==> src/rtl/turfio_bank_seq.sv <==
// TURFIO bank-control hub: WISHBONE decode/fan-out to NUM_IF slaves, plus a
// per-bank MMCM -> IDELAYCTRL -> ISERDES/IDELAY reset sequencer with timeouts.
module turfio_bank_seq #(
    parameter int NUM_BANKS      = 2,
    parameter int NUM_IF         = 4,
    parameter int IF_ADR_BITS    = 12,
    parameter int PULSE_CYCLES   = 16,
    parameter int TIMEOUT_CYCLES = 65535,
    parameter int AUTO_START     = 1,
    parameter int AUTO_RESTART   = 0,
    localparam int IDX_W         = $clog2(NUM_IF),
    localparam int ADR_BITS      = IF_ADR_BITS + IDX_W + 1
) (
    input  logic                     clk_i,
    input  logic                     rst_n_i,
    input  logic                     wb_cyc_i,
    input  logic                     wb_stb_i,
    input  logic                     wb_we_i,
    input  logic [ADR_BITS-1:0]      wb_adr_i,
    input  logic [31:0]              wb_dat_i,
    input  logic [3:0]               wb_sel_i,
    output logic [31:0]              wb_dat_o,
    output logic                     wb_ack_o,
    output logic                     wb_err_o,
    output logic                     wb_rty_o,
    output logic [NUM_IF-1:0]        m_cyc_o,
    output logic                     m_stb_o,
    output logic                     m_we_o,
    output logic [IF_ADR_BITS-1:0]   m_adr_o,
    output logic [31:0]              m_dat_o,
    output logic [3:0]               m_sel_o,
    input  logic [32*NUM_IF-1:0]     m_dat_i,
    input  logic [NUM_IF-1:0]        m_ack_i,
    input  logic [NUM_IF-1:0]        m_err_i,
    input  logic [NUM_IF-1:0]        m_rty_i,
    input  logic [NUM_BANKS-1:0]     mmcm_locked_i,
    input  logic [NUM_BANKS-1:0]     idelayctrl_rdy_i,
    output logic [NUM_BANKS-1:0]     mmcm_rst_o,
    output logic [NUM_BANKS-1:0]     idelayctrl_rst_o,
    output logic [NUM_BANKS-1:0]     bank_rst_o
);
    localparam int MAX_CNT = (PULSE_CYCLES > TIMEOUT_CYCLES) ? PULSE_CYCLES : TIMEOUT_CYCLES;
    localparam int CNT_W   = $clog2(MAX_CNT + 1);
    localparam logic [CNT_W-1:0] PULSE_LOAD   = CNT_W'(PULSE_CYCLES - 1);
    localparam logic [CNT_W-1:0] TIMEOUT_LOAD = CNT_W'(TIMEOUT_CYCLES - 1);

    typedef enum logic [2:0] {
        S_IDLE      = 3'd0,
        S_MMCM_RST  = 3'd1,
        S_WAIT_LOCK = 3'd2,
        S_IDC_RST   = 3'd3,
        S_WAIT_RDY  = 3'd4,
        S_SETTLE    = 3'd5,
        S_READY     = 3'd6,
        S_FAULT     = 3'd7
    } seq_state_e;

    logic                   remote_sel, local_acc, local_wr;
    logic [IDX_W-1:0]       slave_idx;
    logic [1:0]             reg_idx;
    logic [31:0]            m_dat_arr [NUM_IF];
    logic                   ack_q, ack_d, auto_done_q, auto_done_d;
    logic [31:0]            rdata_q, rdata_d, reg_rd;
    logic [NUM_BANKS-1:0]   ctrl_mmcm_q, ctrl_mmcm_d, ctrl_idc_q, ctrl_idc_d, ctrl_bank_q, ctrl_bank_d;
    logic [NUM_BANKS-1:0]   seq_start, clr_lost, clr_fault;
    logic [NUM_BANKS-1:0]   lock_sync, rdy_sync, lock_lost, fault;
    logic [NUM_BANKS-1:0]   seq_mmcm, seq_idc, seq_brst;
    logic [3*NUM_BANKS-1:0] bank_state;

    assign remote_sel = wb_adr_i[ADR_BITS-1];
    assign slave_idx  = wb_adr_i[ADR_BITS-2 -: IDX_W];
    assign reg_idx    = wb_adr_i[1:0];
    assign local_acc  = wb_cyc_i & wb_stb_i & ~remote_sel & ~ack_q;
    assign local_wr   = local_acc & wb_we_i;

    assign m_stb_o = wb_stb_i;
    assign m_we_o  = wb_we_i;
    assign m_adr_o = wb_adr_i[IF_ADR_BITS-1:0];
    assign m_dat_o = wb_dat_i;
    assign m_sel_o = wb_sel_i;

    for (genvar gi = 0; gi < NUM_IF; gi++) begin : g_slave
        assign m_dat_arr[gi] = m_dat_i[32*gi +: 32];
    end

    always_comb begin
        m_cyc_o = '0;
        if (remote_sel) m_cyc_o[slave_idx] = wb_cyc_i;
    end

    assign wb_dat_o = remote_sel ? m_dat_arr[slave_idx] : rdata_q;
    assign wb_ack_o = remote_sel ? m_ack_i[slave_idx] : (ack_q & wb_cyc_i);
    assign wb_err_o = remote_sel & m_err_i[slave_idx];
    assign wb_rty_o = remote_sel & m_rty_i[slave_idx];

    always_comb begin
        reg_rd = '0;
        case (reg_idx)
            2'd0: begin
                reg_rd[0 +: NUM_BANKS]  = ctrl_mmcm_q;
                reg_rd[8 +: NUM_BANKS]  = ctrl_idc_q;
                reg_rd[16 +: NUM_BANKS] = ctrl_bank_q;
            end
            2'd1: for (int b = 0; b < NUM_BANKS; b++) reg_rd[4*b +: 3] = bank_state[3*b +: 3];
            2'd2: begin
                reg_rd[0 +: NUM_BANKS]  = lock_sync;
                reg_rd[8 +: NUM_BANKS]  = rdy_sync;
                reg_rd[16 +: NUM_BANKS] = lock_lost;
                reg_rd[24 +: NUM_BANKS] = fault;
            end
            default: reg_rd = {8'(NUM_BANKS), 8'(NUM_IF), 16'h0B51};
        endcase
    end

    // Side effects of local writes land on the same edge that raises ack.
    always_comb begin
        ctrl_mmcm_d = ctrl_mmcm_q;
        ctrl_idc_d  = ctrl_idc_q;
        ctrl_bank_d = ctrl_bank_q;
        seq_start   = '0;
        clr_lost    = '0;
        clr_fault   = '0;
        ack_d       = local_acc;
        rdata_d     = local_acc ? reg_rd : rdata_q;
        auto_done_d = 1'b1;
        if (AUTO_START != 0 && !auto_done_q) seq_start = '1;
        if (local_wr) begin
            case (reg_idx)
                2'd0: begin
                    if (wb_sel_i[0]) ctrl_mmcm_d = wb_dat_i[0 +: NUM_BANKS];
                    if (wb_sel_i[1]) ctrl_idc_d  = wb_dat_i[8 +: NUM_BANKS];
                    if (wb_sel_i[2]) ctrl_bank_d = wb_dat_i[16 +: NUM_BANKS];
                end
                2'd1: if (wb_sel_i[0]) seq_start = seq_start | wb_dat_i[0 +: NUM_BANKS];
                2'd2: begin
                    if (wb_sel_i[2]) clr_lost  = wb_dat_i[16 +: NUM_BANKS];
                    if (wb_sel_i[3]) clr_fault = wb_dat_i[24 +: NUM_BANKS];
                end
                default: ;
            endcase
        end
    end

    always_ff @(posedge clk_i or negedge rst_n_i) begin
        if (!rst_n_i) begin
            ack_q       <= 1'b0;
            auto_done_q <= 1'b0;
            rdata_q     <= '0;
            ctrl_mmcm_q <= '0;
            ctrl_idc_q  <= '0;
            ctrl_bank_q <= '0;
        end else begin
            ack_q       <= ack_d;
            auto_done_q <= auto_done_d;
            rdata_q     <= rdata_d;
            ctrl_mmcm_q <= ctrl_mmcm_d;
            ctrl_idc_q  <= ctrl_idc_d;
            ctrl_bank_q <= ctrl_bank_d;
        end
    end

    for (genvar gi = 0; gi < NUM_BANKS; gi++) begin : g_bank
        logic [1:0]  lock_sync_q, rdy_sync_q;
        seq_state_e  state_q, state_d;
        logic [CNT_W-1:0] cnt_q, cnt_d;
        logic        lost_q, lost_d, fault_q, fault_d;
        logic        mmcm_q, mmcm_d, idc_q, idc_d, brst_q, brst_d;
        logic        locked, ready, cnt_zero;

        assign locked   = lock_sync_q[1];
        assign ready    = rdy_sync_q[1];
        assign cnt_zero = (cnt_q == '0);

        // A start overrides everything, including a timeout on the same edge.
        always_comb begin
            state_d = state_q;
            lost_d  = lost_q & ~clr_lost[gi];
            fault_d = fault_q & ~clr_fault[gi];
            if (seq_start[gi]) begin
                state_d = S_MMCM_RST;
            end else begin
                case (state_q)
                    S_MMCM_RST:  if (cnt_zero) state_d = S_WAIT_LOCK;
                    S_WAIT_LOCK: begin
                        if (locked) state_d = S_IDC_RST;
                        else if (cnt_zero) begin
                            state_d = S_FAULT;
                            fault_d = 1'b1;
                        end
                    end
                    S_IDC_RST:   if (cnt_zero) state_d = S_WAIT_RDY;
                    S_WAIT_RDY: begin
                        if (!locked) state_d = S_MMCM_RST;
                        else if (ready) state_d = S_SETTLE;
                        else if (cnt_zero) begin
                            state_d = S_FAULT;
                            fault_d = 1'b1;
                        end
                    end
                    S_SETTLE: begin
                        if (!locked) state_d = S_MMCM_RST;
                        else if (cnt_zero) state_d = S_READY;
                    end
                    S_READY: begin
                        if (!locked) begin
                            lost_d = 1'b1;
                            if (AUTO_RESTART != 0) state_d = S_MMCM_RST;
                        end
                    end
                    default: ;
                endcase
            end

            if (seq_start[gi] || state_d != state_q) begin
                case (state_d)
                    S_MMCM_RST, S_IDC_RST, S_SETTLE: cnt_d = PULSE_LOAD;
                    S_WAIT_LOCK, S_WAIT_RDY:         cnt_d = TIMEOUT_LOAD;
                    default:                         cnt_d = '0;
                endcase
            end else begin
                cnt_d = cnt_zero ? cnt_q : cnt_q - CNT_W'(1);
            end

            mmcm_d = (state_q == S_MMCM_RST);
            idc_d  = (state_q == S_IDC_RST);
            brst_d = !(state_q inside {S_IDLE, S_READY});
        end

        always_ff @(posedge clk_i or negedge rst_n_i) begin
            if (!rst_n_i) begin
                lock_sync_q <= '0;
                rdy_sync_q  <= '0;
                state_q     <= S_IDLE;
                cnt_q       <= '0;
                lost_q      <= 1'b0;
                fault_q     <= 1'b0;
                mmcm_q      <= 1'b0;
                idc_q       <= 1'b0;
                brst_q      <= 1'b0;
            end else begin
                lock_sync_q <= {lock_sync_q[0], mmcm_locked_i[gi]};
                rdy_sync_q  <= {rdy_sync_q[0], idelayctrl_rdy_i[gi]};
                state_q     <= state_d;
                cnt_q       <= cnt_d;
                lost_q      <= lost_d;
                fault_q     <= fault_d;
                mmcm_q      <= mmcm_d;
                idc_q       <= idc_d;
                brst_q      <= brst_d;
            end
        end

        assign bank_state[3*gi +: 3] = state_q;
        assign lock_sync[gi] = locked;
        assign rdy_sync[gi]  = ready;
        assign lock_lost[gi] = lost_q;
        assign fault[gi]     = fault_q;
        assign seq_mmcm[gi]  = mmcm_q;
        assign seq_idc[gi]   = idc_q;
        assign seq_brst[gi]  = brst_q;
    end

    assign mmcm_rst_o       = ctrl_mmcm_q | seq_mmcm;
    assign idelayctrl_rst_o = ctrl_idc_q | seq_idc;
    assign bank_rst_o       = ctrl_bank_q | seq_brst;
endmodule
==> config.mk <==
export PLATFORM = sky130hd
export DESIGN_NAME = turfio_bank_seq
export DESIGN_NICKNAME = d
export VERILOG_FILES = /design/src/rtl/turfio_bank_seq.sv
export SDC_FILE = /design/constraint.sdc
export NUM_CORES = 1
export LEC_CHECK = 0
export ABC_AREA = 1
export CORE_AREA = 2 2 116 118
export DETAILED_ROUTE_END_ITERATION = 16
export DIE_AREA = 0 0 118 120
export PLACE_DENSITY = 0.87
export SLEW_MARGIN = 30
export SYNTH_ARGS = -nofsm -noshare
export SYNTH_HDL_FRONTEND = slang
export SYNTH_SLANG_ARGS = --single-unit
==> constraint.sdc <==
create_clock -name clk_i -period 8 [get_ports clk_i]
set_clock_uncertainty 0.2 [all_clocks]
set_input_delay 2.4 -clock clk_i [delete_from_list [all_inputs] [get_ports clk_i]]
set_output_delay 2.4 -clock clk_i [all_outputs]
set_load 0.02 [all_outputs]
Word-level counts from Yosys, hierarchy flattened --
Index checks and enable logic that the tools add are counted.
Cells by class: add/sub/neg operators 2, $mul 0, divide/modulo/power cells 0, order comparisons 3, equal/unequal tests 28, shifts and indexed selects 0, muxes and demuxes 76, bitwise logic cells 23, reduce and logical (&&, ||, !) cells 22
Operators by type and width (count):
- two-way mux 32 bit | 3
- binary-select mux 32 bit (select 2 bit) | 1
- two-way mux 16 bit | 4
- one-hot mux 16 bit (2 select lines) | 2
- two-way mux 3 bit | 18
- zero test 16 bit | 2
- subtractor 16 x 1 -> 16 bit (second input constant) | 2
- equality test 3 bit (second input constant) | 10
- one-hot mux 3 bit (5 select lines) | 2
- equality test 3 x 2 -> 1 bit (second input constant) | 8
- two-way mux 1 bit | 23
- two-way mux 2 bit | 11
- equality test 3 x 1 -> 1 bit (second input constant) | 4
- one-hot mux 2 bit (3 select lines) | 2
- bitwise AND 1 bit | 11
- AND reduction 3 bit | 3
- OR reduction 3 bit | 3
- OR 2 bit | 4
- one-hot mux 2 bit (2 select lines) | 2
- OR reduction 2 bit | 4
- binary-select mux 1 bit (select 2 bit) | 3
- zero test 3 bit | 2
- != test 3 bit | 2
- inverter 1 bit | 6
- other kinds (17) | 22
Storage, ports and cells: register bits after elaboration 88, bits in latches 0, RAM bits 0, ROM bits 0, bits of input ports 200, output and inout port bits 95, word-level logic and storage cells 178, memories 0

Depth between registers and ports, before layout --
Gate-level depths: netlist of run 1.
depth in word-level cells 12, gate-level depth with buffers 18, depth with buffers taken out 18

Worst setup path before layout of run 1 --
No wires, ideal clock.
path kind input to output, start point in wb_adr_i[12], end point out wb_dat_o[0], arrival 3.761 ns, required time 5.400 ns, slack 1.639 ns, cell stages on the path 6, path buffers 2, cell sequence clkbuf_1 inv_1 nor2_1 clkbuf_1 a22oi_1 a31oi_1
On the way: word-level cells in the longest chain between the ends 5
Ends and longest elaborated chain:
- start, declared | line 19 | input logic [ADR_BITS-1:0] wb_adr_i,
- inverter 2 -> 3 bit (implied by the code) | line 91 | assign wb_dat_o = remote_sel ? m_dat_arr[slave_idx] : rdata_q;
- binary-select mux 32 bit (select 2 bit) | line 91
- two-way mux 32 bit (implied by the code) (2 in series) | line 91
- two-way mux 32 bit | line 91
- end, declared | line 22 | output logic [31:0] wb_dat_o,
No other way between the ends. The select of a mux whose other input is x is not followed.

Worst setup path after layout of run 1 --
start point in wb_adr_i[12], end point out wb_dat_o[1]
The elaborated chain is that of the path after synthesis.

==> out/qor.txt, run 1 <==
Final setup violation count: 0
Post-synth EDFFs: 0
Overflow after GRT: 0
Yosys top cell area share: 34.5%
initial core utilization: 43.0%
clock transition at the registers of the reported paths: 0.06 ns
GPL Wtd Cong: 1.00
Setup Crit Path Kind: in -> out
Inst Count DP: 1,076
count leader, synth: nand2_1
Antenna Cells: 0
CP required: 5.40 ns
worst flop-to-flop path endpoint: g_bank[0].cnt_q[15]
clk sinks: 77
Slew @ Worst Pin: 0.720 ns
Clock Path Buffers: 2
largest net degree at the start of global routing: 78
Worst Hold Launch: g_bank[0].lock_sync_q[0]
Post-Syn Nets: 948
max cap viols: 0
first drt pass iteration count: 5
die area: 14,200 µm²
vias in the first global route: 5,707
vias: 5,913
status: finished clean
min-delay worst type: reg -> reg
Synth Instances: 746
worst-case reg-to-reg path depth: 14
first-pass GRT wire length: 32.5 mm
worst hold endpoint: g_bank[0].lock_sync_q[1]
leakage power: 3.41 nW
share of layout cells above drive strength 1: 8.52%
pwr/cell area: 232 nW/µm²
Filler cells: 1,167
CP arrival: 4.84 ns
Slew Limit Fails: 0
core area: 13,000 µm²
Peak Freq: 0.134 GHz
register area share after synthesis: 34.5%
post-DP HPWL: 17.0 mm
Max transition margin: 51.8%
VDD IR max: 205 µV
Die Wd: 118 µm
row count: 42
Synth Warn #: 0
TNS Setup: 0 ns
DRC Markers: 0
RSZ-0062 raised after global routing: false
area of the multi-input gates: 2910 µm²
Hold Fails Final Rpt: 0
post-synthesis register bit count: 77
setup bufs post-CTS: 0
Synth Cell Area: 5590 µm²
Startpoint Class: primary input
CTS Buf Count: 9
post-synth top area cell: dfrtp_1
WL final: 21.4 mm
Worst Hold Depth: 0
r2r setup slk: 4.65 ns
Wirelength per Cell: 19.6 µm
mean number of vias per cell: 5.41
Clock Tree Root: clkbuf_16
Avg Inst Size Synth: 7.49 µm²
Worst Setup SP: wb_adr_i[12]
antenna-violating nets left: 0
# resized after CTS: 0
PortBufs: 226
initial antenna violation count: 0
final core occ: 61.1%
Seq. cell area: 1930 µm²
CP Capture Type: primary output
H-tree depth: 3
Skew-Pair Late Insertion Delay: 0.34 ns
hold_buf cts: 0
Max FO, Critical Path: 15
ys flop type: dfrtp_1
Final nets: 1,113
asr flop ratio synth: 100%
Netlist cell types: 45
Iter 0 DRT Violations: 567
Die Y: 120 µm
Synth area leaders: dfrtp_1, nand2_1, a22oi_1
Min Clock Period, post-route: 7.44 ns
CTS tree: built
worst r2r src: ack_q
top cells by count, synth: nand2_1, dfrtp_1, nor2_1
Synth-to-Final Area Change: 42.0%
# IOs: 295
final non-filler cell total: 1,092
Tot GR Track Use: 29.8%
final worst path period share: 93.0%
## layer usage
| layer | wire, µm | part of all wire [%] | vias to the layer above | track usage (%) |
|---|---|---|---|---|
| met2 | 9750 | 46 | 304 | 46.8 |
| met3 | 2190 | 10 | 24 | 10.8 |
| li1 | - | - | 2809 | - |
| met5 | 0 | 0 | - | 0 |
| met4 | 355 | 1.7 | 0 | 7.45 |
| met1 | 9120 | 43 | 2776 | 39.1 |
## report_power, final
group          total (W)  internal, W  leakage, nW  switching (W)
Combinational   0.000863     0.000347         2.29       0.000517
Clock           0.000425     0.000272        0.153       0.000153
Sequential      0.000555     0.000481        0.960      0.0000745
## cells by family after synthesis
group                    count (synthesis)  share of synthesized area, %
adder cells (fa/ha/maj)                  2                         0.448
other                                    1                        0.0671
flip-flops                              77                          34.5
AO/OA/AOI/OAI                          177                          20.2
multiplexers                             4                         0.806
AND/OR/NAND/NOR                        313                          25.7
XOR/XNOR                                28                          4.39
buffers and inverters                  144                          13.8
## cell type report
type,count,share of cell area [%]
Timing Repair Buffer,235,29.4
Clock inverter,5,0.947
Tap cell,176,2.78
Clock buffer,11,2.93
Inverter,63,3.00
Multi-Input combinational cell,525,36.7
Sequential cell,77,24.3
## critical path: stages
cell	delay [ns]
clkdlybuf4s50_1	0.67
inv_1	0.14
nor2_4	0.32
buf_4	0.29
a22oi_1	0.11
a41oi_1	0.24
clkdlybuf4s50_1	0.66
## how the worst max path moves through the flow
stage,endpoint
global route,wb_dat_o[1]
detailed placement,wb_dat_o[8]
finish,wb_dat_o[1]
floorplan,wb_dat_o[0]
global placement,wb_dat_o[8]
CTS,wb_dat_o[8]
## flip-flops by register name, indices dropped and copies added, names as in the netlist, 2 cells and up
register            flops
g_bank.lost_q           2
g_bank.fault_q          2
g_bank.idc_q            2
g_bank.brst_q           2
ctrl_idc_q              2
ctrl_mmcm_q             2
ctrl_bank_q             2
g_bank.rdy_sync_q       4
g_bank.cnt_q           32
g_bank.state_q          6
rdata_q                13
g_bank.lock_sync_q      4
g_bank.mmcm_q           2
## metrics by stage
step	setup slack [ns]	hold slack [ns]	area, µm²	total power (W)
floorplan	1.64	0.131	5590	0.00116
global placement	0.636	0.133	7620	0.00139
detailed placement	0.593	0.135	7620	0.00141
CTS	0.572	0.147	7930	0.00184
global route	0.447	0.149	7930	0.00197
finish	0.561	0.147	7930	0.00184
## placed cells by master (no fill, tap or decap), types with 3 or more instances in the layout
cell             netlist  layout
a21oi_1               59      59
nand4_1               12      12
inv_1                 53      53
nand3_1               52      52
or2_2                  6       6
dfrtp_1               77      77
o211ai_1               3       3
a22oi_1               58      58
nor2_2                 3       3
nor2_1                74      71
xor2_1                20      20
nor2_4                 7      10
clkdlybuf4s50_1        0     225
nand2_2                4       4
a41oi_1                4       4
mux2_2                 4       4
o21ai_0               26      26
a31oi_1                6       6
clkbuf_16              0       9
a21oi_2               10      10
buf_4                 54       8
clkinv_2               1       4
nor3_1                12      12
inv_2                  8       8
nand2_1              132     132
xnor2_1                8       8
No activity file was read; power rests on OpenSTA's default activity.
==> run 2: changes to the inputs <==
TNS_END_PERCENT = 20   (was not set)
==> results of run 2 <==
Final layout, timing and power as in run 1 (identical DEF).
